**src/rtl/serial_frame_rx.sv**
```systemverilog
// Framed serial receiver: start 0, DATA_W data bits LSB first, optional parity, stop 1.
// Bits are taken only on clk edges that carry bit_en, so the line may run at any clk divisor.
module serial_frame_rx #(
    parameter int DATA_W  = 8,
    parameter int PAR_EN  = 1,
    parameter int PAR_ODD = 0
) (
    input  logic              clk,
    input  logic              clr_n,
    input  logic              sin,
    input  logic              bit_en,
    output logic [DATA_W-1:0] dout,
    output logic              valid,
    output logic              perr,
    output logic              ferr,
    output logic              busy
);
    localparam int CW = $clog2(DATA_W + 1);
    localparam logic [CW-1:0] LAST = CW'(DATA_W - 1);

    typedef enum logic [1:0] {IDLE, DATA, PAR, STOP} state_t;

    state_t            state, state_nxt;
    logic [DATA_W-1:0] sr, sr_shift;
    logic [CW-1:0]     cnt;
    logic              par_bit;
    logic              perr_calc;

    always_ff @(posedge clk or negedge clr_n) begin
        if (!clr_n) state <= IDLE;
        else        state <= state_nxt;
    end

    always_comb begin
        state_nxt = state;
        case (state)
            IDLE: if (bit_en && !sin) state_nxt = DATA;
            DATA: if (bit_en && cnt == LAST) state_nxt = (PAR_EN != 0) ? PAR : STOP;
            PAR:  if (bit_en) state_nxt = STOP;
            STOP: if (bit_en) state_nxt = IDLE;
            default: state_nxt = IDLE;
        endcase
    end

    // Right shift so the first data bit lands at bit 0 after DATA_W strobes.
    always_comb begin
        sr_shift             = sr >> 1;
        sr_shift[DATA_W-1]   = sin;
        perr_calc            = (PAR_EN != 0) && ((^sr ^ par_bit) != PAR_ODD[0]);
    end

    always_ff @(posedge clk or negedge clr_n) begin
        if (!clr_n) begin
            sr      <= '0;
            cnt     <= '0;
            par_bit <= 1'b0;
            dout    <= '0;
            valid   <= 1'b0;
            perr    <= 1'b0;
            ferr    <= 1'b0;
            busy    <= 1'b0;
        end else begin
            valid <= 1'b0;
            if (bit_en) begin
                case (state)
                    IDLE: if (!sin) begin
                        busy <= 1'b1;
                        cnt  <= '0;
                    end
                    DATA: begin
                        sr  <= sr_shift;
                        cnt <= cnt + 1'b1;
                    end
                    PAR: par_bit <= sin;
                    STOP: begin
                        // A low stop sample is reported, never reused as a start bit.
                        dout  <= sr;
                        valid <= 1'b1;
                        perr  <= perr_calc;
                        ferr  <= !sin;
                        busy  <= 1'b0;
                    end
                    default: ;
                endcase
            end
        end
    end
endmodule

```
**config.mk**
```make
export PLATFORM = sky130hd
export DESIGN_NAME = serial_frame_rx
export DESIGN_NICKNAME = d
export VERILOG_FILES = /design/src/rtl/serial_frame_rx.sv
export SDC_FILE = /design/constraint.sdc
export NUM_CORES = 1
export LEC_CHECK = 0
export ABC_AREA = 1
export CAP_MARGIN = 40
export CORE_ASPECT_RATIO = 1.25
export CORE_UTILIZATION = 45
export DETAILED_ROUTE_END_ITERATION = 8
export PLACE_DENSITY_LB_ADDON = 0.1
export SETUP_SLACK_MARGIN = 0.2
export SKIP_CTS_REPAIR_TIMING = 1
export SYNTH_ARGS = -nofsm -noshare
export SYNTH_HDL_FRONTEND = slang
export SYNTH_SLANG_ARGS = --single-unit
```
**constraint.sdc**
```tcl
create_clock -name clk -period 1.64 [get_ports clk]
set_input_delay 0.246 -clock clk [delete_from_list [all_inputs] [get_ports clk]]
set_output_delay 0.246 -clock clk [all_outputs]
set_load 0.1 [all_outputs]
```
==> results of run 1 <==
metrics by stage:
step / setup WS, ns / hold WS (ns) / instance area (µm²) / cells
6_report: 0.115 / 0.269 / 1770 / 218
5_1_grt: 0.0633 / 0.281 / 1770 / 218
4_1_cts: 0.0716 / 0.283 / 1680 / 212
3_5_place_dp: 0.0920 / 0.521 / 1650 / 208
3_3_place_gp: 0.151 / 0.511 / 1650 / 208
2_1_floorplan: 0.282 / -0.0496 / 1340 / 160
logic make-up (layout without fill, tap and decap cells):
group	after synthesis	in the layout	synth area share
AND/OR/NAND/NOR	69	69	0.218
AO/OA/AOI/OAI	27	27	0.124
XOR/XNOR	2	2	0.0131
buffers and inverters	29	53	0.0833
flip-flops	27	27	0.506
adder cells (fa/ha/maj)	6	6	0.0562
routing by layer:
metal / part of all wire / vias up / track usage / routed length [µm]
li1: - / 549 / - / -
met1: 0.41 / 494 / 0.192 / 1120
met2: 0.53 / 17 / 0.332 / 1430
met3: 0.020 / 10 / 0.0219 / 53
met4: 0.038 / 0 / 0.108 / 102
met5: 0 / - / 0 / 0
critical path, cell delays in order (launching register included):
cell and delay, ns:
dfrtp_1 0.44, buf_6 0.14, ha_4 0.18, inv_4 0.07, nand2_4 0.05, o31ai_4 0.29
nand3_2 0.11, nand2_1 0.08, nand2_1 0.06
sequential cells by signal, summed over array words and instances, names as in the netlist:
register / cells
busy: 1
cnt: 4
par_bit: 1
ferr: 1
perr: 1
state: 2
dout: 8
valid: 1
sr: 8
cells in the mapped netlist, drive strengths merged (2+ instances only):
library cell	count
o21ai	21
a21oi	3
nand4	2
nor2	3
nand3	10
nand2	53
xor2	2
dfrtp	27
ha	6
inv	26
buf	2
how the worst max path moves through the flow:
stage          cells past startpoint        to  slack, ns     start
2_1_floorplan                      8  state[1]       0.28  state[0]
3_3_place_gp                       8      busy       0.15       sin
3_5_place_dp                       8  state[0]       0.09  state[1]
4_1_cts                            8  state[0]       0.07  state[1]
5_1_grt                            8    cnt[2]       0.06  state[1]
6_report                           8  state[0]       0.11  state[0]
area by class of cell:
cell class	instances	area (µm²)
fillers	254	990
flip-flops and latches	27	676
multi-input cells	104	588
repair buffers	23	334
inverters	26	103
well taps	34	42.5
clock buffers	4	26.3
==> results.md, run 1 <==
* Fraction of layout cells with a size suffix above 1 at 0.207
* Antenna fix cells at 0
* Largest net degree at the start of global routing at 28
* R2r setup slk at about 0.11 ns
* # setup viols final at 0
* Hold violation total from the final report at 0
* CTS tree: done
* Net count after synthesis at 170
* Critical path startpoint category: register
* Number of clock buffers inserted by TritonCTS at 3
* Depth of the worst register-to-register path at 8
* Ys async rst share at 1.00
* Synthesized cell area at 1340 µm²
* GR Util All Layers at 0.181
* Worst-case clock skew at 0.0184 ns
* Cell Rows at 21
* Drt via density at approximately 4.9
* Overall via count from detail_route at 1070
* Final Slew Violations at 0
* Status: completed
* CTS Buffer Depth at 2
* Final Wtd Congestion at 0.742
* Number of flops mapped to enable cells by yosys at 0
* Prevailing post-synth register cell: dfrtp_1
* Most frequent standard cell in the layout excluding fill and tap cells: nand2_1
* Setup repair after global routing missed its margin: yes
* Placeable Area at 2760 µm²
* Maximum Capacitance Violations at 0
* Share of the core filled with cells in the final layout at 0.641
* Synthesized area per cell at 8.35 µm²
* Number of DRC violations after detailed-routing iteration 0 at 17
* Clock root buffer: clkbuf_4
* Slew of the pin with the lowest slew margin at ~0.35 ns
* Number of nets still failing antenna checks after routing at 0
* Register bit count reported by yosys at 27
* Fin crit period at 1.53 ns
* Leading cell types by total area after synthesis: dfrtp_1 (51%), nand2_1 (14%), o21ai_0 (7.5%)
* Clock transition at the register clock pins on the worst setup and hold paths after CTS at 0.15 ns
* Endpoint type of the worst setup path: register
* Period Utilization, post-route at 0.930
* Syn Inst Count at 160
* Share of Yosys cell area claimed by the top area cell type at 0.506
* Clock sink count at 27
* Later-pin clock latency in the skew report at about 0.33 ns
* WP data arrival at 1.76 ns
* Worst R2R Start: state[0]
* Endpoint of the worst register-to-register path: state[0]
* Effective utilization at floorplan at 0.484
* Count of synthesis-stage warnings from yosys at 0
* Worst min-delay path class: primary input to asynchronous set/reset pin
* 1st-pass router iterations at 4
* Width of the die at 50.7 µm
* Worst endpoint required time at 1.88 ns
* Area overhead of the layout relative to synthesis at 32.4%
* Total negative setup slack at 0 ns
* Routed wire per std cell at 12.4 µm
* Antenna violations before repair at 0
* Number of distinct library cells after synthesis at 21
* Post-route DRC at 0
* Count of pins on the block boundary at 16
* Die ar. at about 3200 µm²
* Peak Freq at 656 MHz
* # H-tree levels at 1
* GRT Residual Overflow at 0
* Commonest cells after routing, fill and taps aside: nand2_1 (49), dfrtp_1 (27), inv_1 (22)
* Port buffer count at 15
* Global-route wire length before repair at between 4 and 5 mm
* Number of global-route vias before repair at 1006
* Share of the yosys chip area belonging to registers at 0.506
* Total number of nets in the final design at ~200
* Height of the die at 62.9 µm
* Biggest area consumer among synthesized cells: dfrtp_1
* Post-detail-place hpwl at between 1.5 and 2 mm
* Start-to-end type of the worst setup path: register to register
* Worst slew margin at 0.766
* Critical-path maximum fanout at 6
* Total detailed-routing wirelength at 2.71 mm
Power of run 1 is not shown: default switching activity piles up to over one toggle a cycle in this logic, so the estimate is an artifact.
==> inputs of run 2 (changes only) <==
Settings changed: CAP_MARGIN 40 to 20, GPL_TIMING_DRIVEN from default to 0.
==> run 2 against run 1 <==
Routed wire length is 8.0% lower. Sequential cell count did not move. Highest routed layer unchanged. Global-route usage down 0.58 points. Die area is the same. Register-to-register slack better by 0.08 ns. Via count shrank 1.2%.
==> results.md, run 2 (synthesis results as in run 1) <==
* Status: completed
* Largest stage delay on the critical path at 0.44 ns (about the same)
* Hold violation total from the final report at 0 (unchanged)
* Most frequent standard cell in the layout excluding fill and tap cells: nand2_1
* Pre-CTS worst setup slack at -0.0667 ns (-0.159 ns)
* Cell seen most often among critical-path stages: nand2_1
* 1st-pass router iterations at 4 (unchanged)
* Total detailed-routing wirelength at 2.49 mm (-8.0%)
* Count of pins on the block boundary at 16 (unchanged)
* Period Utilization, post-route at 0.879 (-0.0513)
* Placed Cells incl. Taps at 210 (+0.96%)
* Final instance count without filler cells at 216 (-0.92%)
* Worst slew margin at 0.546 (-0.221)
* Total number of nets in the final design at 193 (-1.0%)
* Peak Freq at 694 MHz (+5.8%)
* Clock transition at the register clock pins on the worst setup and hold paths after CTS at 0.14 ns (about the same)
* Final Wtd Congestion at 0.770 (+3.8%)
* Overall via count from detail_route at 1057 (-1.2%)
* WP data arrival at 1.67 ns (-0.09 ns)
* Number of nets still failing antenna checks after routing at 0 (unchanged)
* Library cell contributing the largest single delay on the critical path: dfrtp_1
* Placeable Area at 2760 µm² (unchanged)
* Worst Setup Slack, final at 0.199 ns (+0.0841 ns)
* Area occupied by registers at 677 µm² (+0.19%)
* CTS tree: done
* Number of global-route vias before repair at 1002 (-0.40%)
* Area overhead of the layout relative to synthesis at 17.6%
* Fin crit period at 1.44 ns (-0.0841 ns)
* Clock root buffer: clkbuf_4
* Share of the core filled with cells in the final layout at 0.570 (-0.0717)
* Die ar. at 3190 µm² (unchanged)
* Critical-path maximum fanout at 4 (-2)
* Fill cell count at 262 (+3.1%)
* Slew of the pin with the lowest slew margin at 0.680 ns (+0.329 ns)
* Effective utilization at floorplan at 0.484 (unchanged)
* Height of the die at 62.9 µm (unchanged)
* Cell Rows at 21 (unchanged)
* Worst-case clock skew at 0.00249 ns (-0.0160 ns)
* Drt via density at 4.89 (-0.30%)
* Total negative setup slack at 0 ns (unchanged)
* Global-route wire length before repair at 4.24 mm (-0.96%)
* CTS Buffer Depth at 2 (unchanged)
* Largest regs: dout x8, sr x8, cnt x4
* Width of the die at 50.7 µm (unchanged)
* GRT Residual Overflow at 0 (unchanged)
* Final Slew Violations at 0 (unchanged)
* Later-pin clock latency in the skew report at 0.31 ns (-0.02 ns)
* # setup viols final at 0 (unchanged)
* Routed wire per std cell at 11.5 µm (-7.2%)
* Critical path startpoint category: register
* Worst min-delay path class: primary input to asynchronous set/reset pin
* Number of clock buffers inserted by TritonCTS at 3 (unchanged)
* # H-tree levels at 1 (unchanged)
* Maximum Capacitance Violations at 0 (unchanged)
* Port buffer count at 15 (unchanged)
* Multi-input gate area at 591 µm² (+0.43%)
* Cell Chain, Critical Path: inv_2 > ha_4 > inv_1 > nand2_2 > o31ai_4 > nand3_2 > nand2_1 > nand2_1
* Endpoint type of the worst setup path: register
* Setup repair after global routing missed its margin: yes
* Clock sink count at 27 (unchanged)
* Commonest cells after routing, fill and taps aside: nand2_1 (48), dfrtp_1 (26), inv_1 (22)
* Antenna violations before repair at 0 (unchanged)
* GR Util All Layers at 0.176 (-0.00580)
* Antenna fix cells at 0 (unchanged)
* Post-detail-place hpwl at 1.87 mm (-0.33%)
* Post-route DRC at 0 (unchanged)
* Largest net degree at the start of global routing at 15 (-46%)
* Number of DRC violations after detailed-routing iteration 0 at 26 (+9)
* Start-to-end type of the worst setup path: register to register
* Worst endpoint required time at 1.87 ns (about the same)
* Fraction of layout cells with a size suffix above 1 at 0.209 (+0.00227)
run 2: changes by cell type in the layout (fill, tap and decap cells not counted), moves of 2 or more:
cell	change
buf_4	-5
buf_12	-12
buf_2	+8
clkbuf_2	+6
inv_4	-2
inv_2	+2
run 2: layout make-up:
cell class,count,area share
Buffer,3,0.0111
Multi-Input combinational cell,104,0.376
Timing Repair Buffer,18,0.0764
Sequential cell,27,0.431
Tap cell,34,0.0271
Inverter,26,0.0621
Clock buffer,4,0.0167
run 2: routing by layer:
| layer | global-route usage | share of wire | routed length (µm) | vias to the layer above |
|---|---|---|---|---|
| li1 | - | - | - | 547 |
| met2 | 0.318 | 0.55 | 1360 | 12 |
| met1 | 0.207 | 0.42 | 1040 | 496 |
| met4 | 0.0625 | 0.0092 | 23 | 0 |
| met3 | 0.0219 | 0.025 | 61 | 2 |
| met5 | 0 | 0 | 0 | - |
run 2: path summary, 6_finish.rpt:
kind / startpoint / endpoint / slack, ns / cells after the start
worst min register to register: perr / perr / 0.50 / 2
max in group asynchronous: clr_n / sr[7] / 0.79 / 2
min in group clk: perr / perr / 0.50 / 2
worst min-delay path: clr_n / dout[0] / 0.32 / 1
worst max register to register: state[1] / state[1] / 0.20 / 8
worst max-delay path: state[1] / state[1] / 0.20 / 8
run 2: worst max-delay path: cells and delay by family, from the launching register on:
kind            cells  cell delay, ns
simple gates        4            0.31
fa+ha+maj           1            0.18
compound gates      1            0.22
buf+inv             2            0.21
flops               1            0.44
run 2: through the flow:
| step | hold slack [ns] | area [µm²] |
|---|---|---|
| global route | 0.354 | 1570 |
| CTS | 0.330 | 1570 |
| global placement | 0.465 | 1530 |
| floorplan | -0.0496 | 1340 |
| finish | 0.323 | 1570 |
| detailed placement | 0.469 | 1540 |
Power of run 2 is left out for the same reason.
